[config.mk]
export PLATFORM = sky130hd
export DESIGN_NAME = csb_apb_arbiter
export DESIGN_NICKNAME = d
export VERILOG_FILES = /design/src/rtl/csb_pkg.sv /design/src/rtl/csb_arb_pick.sv /design/src/rtl/csb_apb_arbiter.sv
export SDC_FILE = /design/constraint.sdc
export NUM_CORES = 1
export LEC_CHECK = 0
export CORE_MARGIN = 2
export CORE_UTILIZATION = 23
export DETAILED_ROUTE_END_ITERATION = 7
export GPL_TIMING_DRIVEN = 0
export HOLD_SLACK_MARGIN = 0.02
export PLACE_DENSITY = 0.44
export SYNTH_ARGS = -nofsm -noshare
export SYNTH_HDL_FRONTEND = slang
export SYNTH_SLANG_ARGS = --single-unit
[constraint.sdc]
create_clock -name clk_i -period 6.15 [get_ports clk_i]
set_clock_uncertainty 0.1 [all_clocks]
set_input_delay 1.5375 -clock clk_i [delete_from_list [all_inputs] [get_ports clk_i]]
set_output_delay 1.5375 -clock clk_i [all_outputs]
set_load 0.005 [all_outputs]
[src/rtl/csb_pkg.sv]
// Shared definitions for the CSB/APB arbiter slice.
//   - csb_state_e : transfer FSM states (IDLE, SETUP, ACCESS, DONE)
//   - REQ_CMD / REQ_IRQ : requester indices used for the grant
//   - GLB_INTR_MASK / GLB_INTR_STATUS : NVDLA glb register word addresses
//     that the irq-side client targets
//   - word2byte() : requester word address to APB byte address
package csb_pkg;

  typedef enum logic [1:0] {
    IDLE   = 2'd0,
    SETUP  = 2'd1,
    ACCESS = 2'd2,
    DONE   = 2'd3
  } csb_state_e;

  localparam logic REQ_CMD = 1'b0;
  localparam logic REQ_IRQ = 1'b1;

  localparam logic [15:0] GLB_INTR_MASK   = 16'h0401;
  localparam logic [15:0] GLB_INTR_STATUS = 16'h0403;

  function automatic logic [31:0] word2byte(input logic [15:0] word_addr);
    return {14'b0, word_addr, 2'b00};
  endfunction

endpackage

[src/rtl/csb_arb_pick.sv]
// Combinational grant pick for the two CSB requesters.
// irq has fixed priority; once burst_cnt_i has reached IRQ_BURST while both
// requesters are asking, cmd is picked so it cannot starve.
// Ports:
//   cmd_req_i, irq_req_i : live request lines
//   burst_cnt_i          : consecutive irq grants made while cmd was pending
//   gnt_idx_o            : REQ_CMD or REQ_IRQ
//   gnt_vld_o            : at least one request is present
module csb_arb_pick
  import csb_pkg::*;
#(
  parameter int IRQ_BURST = 4,
  parameter int BW        = $clog2(IRQ_BURST + 1)
) (
  input  logic          cmd_req_i,
  input  logic          irq_req_i,
  input  logic [BW-1:0] burst_cnt_i,
  output logic          gnt_idx_o,
  output logic          gnt_vld_o
);

  localparam logic [BW-1:0] BURST_MAX = BW'(IRQ_BURST);

  logic starve;

  always_comb begin
    starve    = cmd_req_i && (burst_cnt_i >= BURST_MAX);
    gnt_vld_o = cmd_req_i | irq_req_i;
    gnt_idx_o = REQ_CMD;
    if (irq_req_i && !starve) begin
      gnt_idx_o = REQ_IRQ;
    end
  end

endmodule

[src/rtl/csb_apb_arbiter.sv]
// Two-port APB master arbiter sharing the NVDLA CSB/APB slave between a
// command-stream requester (cmd_*) and an interrupt-service requester
// (irq_*). Every transfer is one atomic APB read or write; a slave that
// never raises pready_i is abandoned after TIMEOUT wait cycles.
// Ports:
//   clk_i, rst_i                 : clock, synchronous active-high reset
//   {cmd,irq}_req_i              : request, held until matching ack
//   {cmd,irq}_write_i/addr_i/wdata_i : transfer description (word address)
//   {cmd,irq}_ack_o              : one-cycle completion pulse (DONE)
//   {cmd,irq}_rdata_o / err_o    : read data / timeout flag, valid with ack
//   psel_o, penable_o, pwrite_o, paddr_o, pwdata_o : registered APB master
//   prdata_i, pready_i           : APB slave response
module csb_apb_arbiter
  import csb_pkg::*;
#(
  parameter int TIMEOUT   = 1024,
  parameter int IRQ_BURST = 4
) (
  input  logic        clk_i,
  input  logic        rst_i,
  input  logic        cmd_req_i,
  input  logic        cmd_write_i,
  input  logic [15:0] cmd_addr_i,
  input  logic [31:0] cmd_wdata_i,
  output logic        cmd_ack_o,
  output logic [31:0] cmd_rdata_o,
  output logic        cmd_err_o,
  input  logic        irq_req_i,
  input  logic        irq_write_i,
  input  logic [15:0] irq_addr_i,
  input  logic [31:0] irq_wdata_i,
  output logic        irq_ack_o,
  output logic [31:0] irq_rdata_o,
  output logic        irq_err_o,
  output logic        psel_o,
  output logic        penable_o,
  output logic        pwrite_o,
  output logic [31:0] paddr_o,
  output logic [31:0] pwdata_o,
  input  logic [31:0] prdata_i,
  input  logic        pready_i
);

  localparam int              BW        = $clog2(IRQ_BURST + 1);
  localparam logic [BW-1:0]   BURST_MAX = BW'(IRQ_BURST);
  localparam logic [31:0]     TIMEOUT_W = 32'(TIMEOUT);

  csb_state_e    state_q, state_d;
  logic          gnt_q, gnt_d;
  logic [BW-1:0] burst_q, burst_d;
  logic [31:0]   wait_q, wait_d;

  logic          psel_q, psel_d;
  logic          penable_q, penable_d;
  logic          pwrite_q, pwrite_d;
  logic [31:0]   paddr_q, paddr_d;
  logic [31:0]   pwdata_q, pwdata_d;

  logic          cmd_ack_q, cmd_ack_d;
  logic          irq_ack_q, irq_ack_d;
  logic [31:0]   cmd_rdata_q, cmd_rdata_d;
  logic [31:0]   irq_rdata_q, irq_rdata_d;
  logic          cmd_err_q, cmd_err_d;
  logic          irq_err_q, irq_err_d;

  logic          pick_idx;
  logic          pick_vld;

  csb_arb_pick #(
    .IRQ_BURST (IRQ_BURST),
    .BW        (BW)
  ) u_pick (
    .cmd_req_i   (cmd_req_i),
    .irq_req_i   (irq_req_i),
    .burst_cnt_i (burst_q),
    .gnt_idx_o   (pick_idx),
    .gnt_vld_o   (pick_vld)
  );

  // All outputs are registered, so the next-state logic also computes the
  // output values that belong to the state being entered.
  always_comb begin
    state_d     = state_q;
    gnt_d       = gnt_q;
    burst_d     = burst_q;
    wait_d      = wait_q;
    psel_d      = 1'b0;
    penable_d   = 1'b0;
    pwrite_d    = pwrite_q;
    paddr_d     = paddr_q;
    pwdata_d    = pwdata_q;
    cmd_ack_d   = 1'b0;
    irq_ack_d   = 1'b0;
    cmd_rdata_d = cmd_rdata_q;
    irq_rdata_d = irq_rdata_q;
    cmd_err_d   = cmd_err_q;
    irq_err_d   = irq_err_q;

    unique case (state_q)
      IDLE: begin
        if (pick_vld) begin
          state_d = SETUP;
          gnt_d   = pick_idx;
          psel_d  = 1'b1;
          if (pick_idx == REQ_IRQ) begin
            pwrite_d = irq_write_i;
            paddr_d  = word2byte(irq_addr_i);
            pwdata_d = irq_wdata_i;
            // Only irq wins taken against a waiting cmd count toward the
            // starvation limit.
            if (cmd_req_i) begin
              burst_d = (burst_q == BURST_MAX) ? burst_q : burst_q + 1'b1;
            end else begin
              burst_d = '0;
            end
          end else begin
            pwrite_d = cmd_write_i;
            paddr_d  = word2byte(cmd_addr_i);
            pwdata_d = cmd_wdata_i;
            burst_d  = '0;
          end
        end
      end

      SETUP: begin
        state_d   = ACCESS;
        psel_d    = 1'b1;
        penable_d = 1'b1;
        wait_d    = '0;
      end

      ACCESS: begin
        if (pready_i) begin
          state_d = DONE;
          if (gnt_q == REQ_IRQ) begin
            irq_ack_d = 1'b1;
            irq_err_d = 1'b0;
            if (!pwrite_q) irq_rdata_d = prdata_i;
          end else begin
            cmd_ack_d = 1'b1;
            cmd_err_d = 1'b0;
            if (!pwrite_q) cmd_rdata_d = prdata_i;
          end
        end else begin
          wait_d = wait_q + 32'd1;
          // Abort in the cycle the wait count reaches TIMEOUT, so exactly
          // TIMEOUT unanswered ACCESS cycles precede DONE.
          if ((TIMEOUT != 0) && (wait_d == TIMEOUT_W)) begin
            state_d = DONE;
            if (gnt_q == REQ_IRQ) begin
              irq_ack_d   = 1'b1;
              irq_err_d   = 1'b1;
              irq_rdata_d = '0;
            end else begin
              cmd_ack_d   = 1'b1;
              cmd_err_d   = 1'b1;
              cmd_rdata_d = '0;
            end
          end else begin
            psel_d    = 1'b1;
            penable_d = 1'b1;
          end
        end
      end

      DONE: begin
        state_d = IDLE;
      end

      default: begin
        state_d = IDLE;
      end
    endcase
  end

  // Reset clears every output as well as the control state, so an aborted
  // transfer leaves no trace on either requester port.
  always_ff @(posedge clk_i) begin
    if (rst_i) begin
      state_q     <= IDLE;
      gnt_q       <= REQ_CMD;
      burst_q     <= '0;
      wait_q      <= '0;
      psel_q      <= 1'b0;
      penable_q   <= 1'b0;
      pwrite_q    <= 1'b0;
      paddr_q     <= '0;
      pwdata_q    <= '0;
      cmd_ack_q   <= 1'b0;
      irq_ack_q   <= 1'b0;
      cmd_rdata_q <= '0;
      irq_rdata_q <= '0;
      cmd_err_q   <= 1'b0;
      irq_err_q   <= 1'b0;
    end else begin
      state_q     <= state_d;
      gnt_q       <= gnt_d;
      burst_q     <= burst_d;
      wait_q      <= wait_d;
      psel_q      <= psel_d;
      penable_q   <= penable_d;
      pwrite_q    <= pwrite_d;
      paddr_q     <= paddr_d;
      pwdata_q    <= pwdata_d;
      cmd_ack_q   <= cmd_ack_d;
      irq_ack_q   <= irq_ack_d;
      cmd_rdata_q <= cmd_rdata_d;
      irq_rdata_q <= irq_rdata_d;
      cmd_err_q   <= cmd_err_d;
      irq_err_q   <= irq_err_d;
    end
  end

  assign psel_o      = psel_q;
  assign penable_o   = penable_q;
  assign pwrite_o    = pwrite_q;
  assign paddr_o     = paddr_q;
  assign pwdata_o    = pwdata_q;
  assign cmd_ack_o   = cmd_ack_q;
  assign irq_ack_o   = irq_ack_q;
  assign cmd_rdata_o = cmd_rdata_q;
  assign irq_rdata_o = irq_rdata_q;
  assign cmd_err_o   = cmd_err_q;
  assign irq_err_o   = irq_err_q;

endmodule

**Yosys cells after proc, flatten, opt, wreduce, memory -nomap -nowiden**

Cells that the tools add are included.

- Bits in registers: 173
- Input port bits: 135
- Output and inout port bits: 135
- Word-level logic and storage cells: 87

- $add $sub $neg: 2
- $lt $le $gt $ge: 1
- Equality and inequality tests: 10
- Muxes and demuxes: 41
- Bitwise gates (word level): 3
- Reduce and logical (&&, ||, !) cells: 15

Operators with widths:

| kind | count |
|---|---|
| $mux W32 | 11 |
| $pmux W32 S2 | 1 |
| $add A32 B1 Y32 const B | 1 |
| $eq A32 B11 Y1 const B | 1 |
| $mux W1 | 19 |
| $mux W18 | 1 |
| $mux W3 | 3 |
| $reduce_and A3 Y1 | 3 |
| $pmux W2 S4 | 1 |
| $reduce_and A4 Y1 | 2 |
| $mux W2 | 3 |
| $ne A2 B2 Y1 const B | 3 |
| $ne A3 B3 Y1 const B | 2 |
| $reduce_and A2 Y1 | 3 |
| $eq A2 B2 Y1 const B | 2 |
| $reduce_bool A2 Y1 | 2 |
| $add A3 B1 Y3 const B | 1 |
| $eq A3 B3 Y1 const B | 1 |
| $ge A3 B3 Y1 const B | 1 |
| $pmux W1 S3 | 1 |
| $eq A2 B1 Y1 const B | 1 |
| $logic_and A1 B1 Y1 | 2 |
| $logic_not A2 Y1 | 1 |
| $not A1 Y1 | 2 |
| other kinds (4) | 4 |

**Depth between registers and ports, before layout**

- Depth after elaboration: 7
- Mapped depth: 12
- Gate-level depth less buffers: 9

**By module**

A second synthesis with hierarchy kept.

- Cell total of the unflattened synthesis: 803
- Area, all modules: 7,277.0 um2

Modules (own cells, without submodules):

| module | times used | cells each | area an instance (um2) | sequential area each (um2) |
|---|---|---|---|---|
| csb_apb_arbiter | 1 | 801 | 7,263.2 | 3,143.0 |
| csb_arb_pick | 1 | 2 | 13.8 | 0.0 |

**Least setup slack after synthesis**

Ideal clock, no wire load.

- Path type: register -> register
- Start point: reg wait_q[8]
- End point: reg irq_rdata_q[16], in the netlist irq_rdata_o[16]
- Library setup time: 117 ps
- Arrival: 3,199 ps
- Data required time: 5,933 ps
- Slack: 2,734 ps
- Cell stages (with the launch flop): 12
- Buffers on the path: 3
- Period minus slack after synthesis: 3,416 ps
- Cells stage by stage: dfxtp_1 -> buf_6 -> nand4_4 -> or4_1 -> buf_2 -> or3_4 -> o21ai_1 -> or4b_4 -> nor4_4 -> a31oi_4 -> buf_6 -> a22o_1

- Cells in the longest elaborated chain, start to end: 4

RTL lines:

| element | RTL line | RTL |
|---|---|---|
| from (decl) | csb_apb_arbiter.sv:51 | `logic [31:0] wait_q, wait_d;` |
| from (signal assigned) | csb_apb_arbiter.sv:199 | `wait_q <= wait_d;` |
| $add A32 B1 Y32 | csb_apb_arbiter.sv:145 | `wait_d = wait_q + 32'd1;` |
| $eq A32 B11 Y1 | csb_apb_arbiter.sv:148 | `if ((TIMEOUT != 0) && (wait_d == TIMEOUT_W)) begin` |
| $reduce_bool A2 Y1 (no source line) | n/a |  |
| $reduce_and A4 Y1 (no source line) | n/a |  |
| to (signal assigned) | csb_apb_arbiter.sv:208 | `irq_rdata_q <= irq_rdata_d;` |
| to (decl) | csb_apb_arbiter.sv:62 | `logic [31:0] irq_rdata_q, irq_rdata_d;` |

Every way passes these cells.
A chain may end at the register's enable or synchronous reset.

**Final worst setup path**

- Start point: reg wait_q[0]
- End point: reg irq_rdata_q[11], in the netlist irq_rdata_o[11]

The elaborated chain is that of the path after synthesis.

==> flow_summary_export.csv <==
group,metric,value,unit
status,status,"finished, final reports clean",
power_and_ir_drop,p_leak,4.04,nW
clock_network,h-tree-depth,4,
critical_path,crit_buf_inv,3,
synthesis,synth_top_area_cell,"dfxtp_1",
place,place_congestion,0.817,
synthesis,yosysUniqueCellTypes,57,
sta,grt_setup_unrepaired,"false",
final_layout,diodes,0,
place,dp_hpwl,19.9,mm
clock_network,post_cts_buffers,0,
route,firstDrtPassIters,4,
critical_path,worstPathRequired,6.37,ns
hold_path,holdCritPathClass,"reg2reg",
synthesis,synthTopCellsByArea,"dfxtp_1 (43%), a22o_1 (7.7%), mux2i_1 (7.1%)",
flow_run,drv_cap,0,
synthesis,seq_area_frac_synth,0.430,
hold_path,min-delay-start,"irq_rdata_o[14]$_SDFFE_PP0P_",
floorplan,fp.dieArea,0.0332,mm²
synthesis,yosys-top-cells-count,"dfxtp_1 (157), nor2_1 (99), a22o_1 (64)",
critical_path,worstPathMaxFanout,10,
critical_path,cp-start-kind,"flip-flop",
route,routedWlPerCell,17.3,µm
global_routing,antenna_found_initial,0,
critical_path,critPathMaxStageDelay,0.66,ns
clock_network,path_clk_slew,0.07,ns
critical_path,critical_path.cell_chain,"ha_1 > clkbuf_1 > nand4_1 > or4_1 > clkbuf_1 > nor3_1 > and3_1 > o2111ai_1 > nor4_4 > a31oi_4 > buf_2 > a22o_1",
clock_network,clkLatencyLatePin,0.43,ns
synthesis,synth_edf_count,0,
synthesis,synth_area,0.00731,mm²
clock_network,clockBufferDepth,2,
floorplan,core-area,0.0314,mm²
power_and_ir_drop,peakVddDrop,0.238,mV
synthesis,synth.most_common_cell,"dfxtp_1",
sta,finalCritPeriodShare,0.671,
global_routing,track_usage,0.156,
power_and_ir_drop,p_per_area,315,mW/mm²
synthesis,yosys_warnings,0,
route,ant_nets,0,
synthesis,syn_area_per_cell,9.01,µm²
floorplan,start_util,0.233,
global_routing,grt_first_pass_wirelength,40.1,mm
sta,setup_tns,0,ns
sta,period_needed,4.13,ns
sta,fmax,242,MHz
final_layout,area_growth,50.6,%
clock_network,cts_made_buffers,17,
global_routing,overflow,0,
global_routing,grt_pass1_vias,6747,
critical_path,arrival,4.35,ns
clock_network,root_buffer,"clkbuf_16",
route,drc,0,
final_layout,layout.nets,1239,
sta,tightest_slew,0.868,ns
final_layout,utilization,0.350,
global_routing,grt_max_degree,17,
route,vias_per_cell,4.53,
clock_network,cts_tree,"built",
critical_path,critPathTopFamily,"simple AND/OR/NAND/NOR gates",
clock_network,cts.repair.resized,0,
critical_path,end_kind,"flip-flop",
sta,max_slew_margin,0.421,
route,drt_iter0_drc,259,
synthesis,ys_seq_elements,157,
synthesis,synthCells,811,
synthesis,ys.flop_type,"dfxtp_1",
final_layout,drive_above_1_share,0.0703,
critical_path,cp_common_cell,"clkbuf_1",
route,vias,6844,
sta,drv_slew,0,
synthesis,synth_top_area_frac,0.430,
critical_path,slowest_stage,"nor4_4",
sta,hold_viol_final,0,
clock_network,cts.sinks,157,
place,portBuffers,252,
sta,finalSetupViolCount,0,
floorplan,io_pins,270,
floorplan,row_count,65,
critical_path,critPathKind,"reg2reg",
clock_network,ctsHoldBuffers,0,
critical_path,startpoint,"wait_q[0]$_SDFFE_PP0P_",
floorplan,die_w,182,µm
synthesis,async_reset_ff_frac,0,
route,finalWirelength,26.2,mm
floorplan,dieHeight,182,µm
critical_path,rr_startpoint,"wait_q[0]$_SDFFE_PP0P_",
[through the flow]
stage	hold slack (ns)	setup slack [ns]	instance area, µm²	instances	power, mW
after floorplan	0.365	2.73	7360	826	1.78
after global placement	0.358	2.04	10400	1480	2.39
after detailed placement	0.353	2.04	10400	1480	2.38
after CTS	0.381	2.01	11000	1512	3.52
after global routing	0.397	1.72	11000	1512	3.68
final	0.377	2.02	11000	1512	3.47
[registers in the layout (all words and copies together), names as in the netlist]
name         count
burst_q          3
psel_o           1
pwrite_o         1
irq_err_o        1
penable_o        1
pwdata_o        32
paddr_o         16
cmd_ack_o        1
cmd_err_o        1
irq_ack_o        1
cmd_rdata_o     32
wait_q          32
irq_rdata_o     32
state_q          2
gnt_q            1
[cells in the final DEF, fill, tap and decap left out, types with 5 or more instances in the layout]
master / instances
nor3_1: 18
clkbuf_16: 17
nand2_1: 40
a21oi_1: 32
ha_1: 7
nor2_1: 99
conb_1: 16
buf_4: 19
clkdlybuf4s50_1: 252
inv_1: 8
clkbuf_1: 52
a22o_1: 64
xnor2_1: 10
dfxtp_1: 157
nand4_1: 12
buf_2: 7
nor4_1: 5
or3_1: 10
a22oi_1: 8
buf_1: 6
nand3_1: 16
o21ai_0: 26
a311oi_1: 6
a211oi_1: 52
buf_6: 6
nor2b_1: 35
mux2i_1: 52
a31oi_1: 7
[cell families after synthesis]
group	after synthesis	share of synthesized area
AO/OA/AOI/OAI	215	0.217
XOR/XNOR	14	0.0168
adder cells (fa/ha/maj)	7	0.0120
buffers and inverters	100	0.0688
flip-flops	157	0.430
multiplexers	52	0.0712
other	1	0.000513
AND/OR/NAND/NOR	265	0.183
[path summary, 6_finish.rpt]
| check | to | slack (ns) | cells past startpoint |
|---|---|---|---|
| worst max-delay path | irq_rdata_o[11]$_SDFFE_PP0P_ | 2.02 | 12 |
| worst min-delay path | irq_rdata_o[14]$_SDFFE_PP0P_ | 0.38 | 1 |
| worst max register to register | irq_rdata_o[11]$_SDFFE_PP0P_ | 2.02 | 12 |
| worst min register to register | irq_rdata_o[14]$_SDFFE_PP0P_ | 0.38 | 1 |
[report_power, final]
group | switching (mW) | internal (mW) | leakage, nW
sequential | 0.0879 | 1.17 | 1.28
clock | 0.494 | 0.628 | 0.298
combinational | 0.571 | 0.520 | 2.46
total | 1.15 | 2.32 | 4.04
[cell type report]
cell class              instances  area [µm²]
flip-flops and latches        157        3140
clock buffers                  18         439
multi-input cells             569        3720
well taps                     402         503
inverters                       8        30.0
fillers                      3254       20400
repair buffers                252        2520
plain buffers                  92         473
clock inverters                14         176
[routing by layer]
layer	GRT usage	part of all wire
met1	0.195	0.45
met2	0.258	0.46
met3	0.0539	0.076
met4	0.0384	0.011
met5	0	0
No activity file was read; power rests on OpenSTA's default activity.
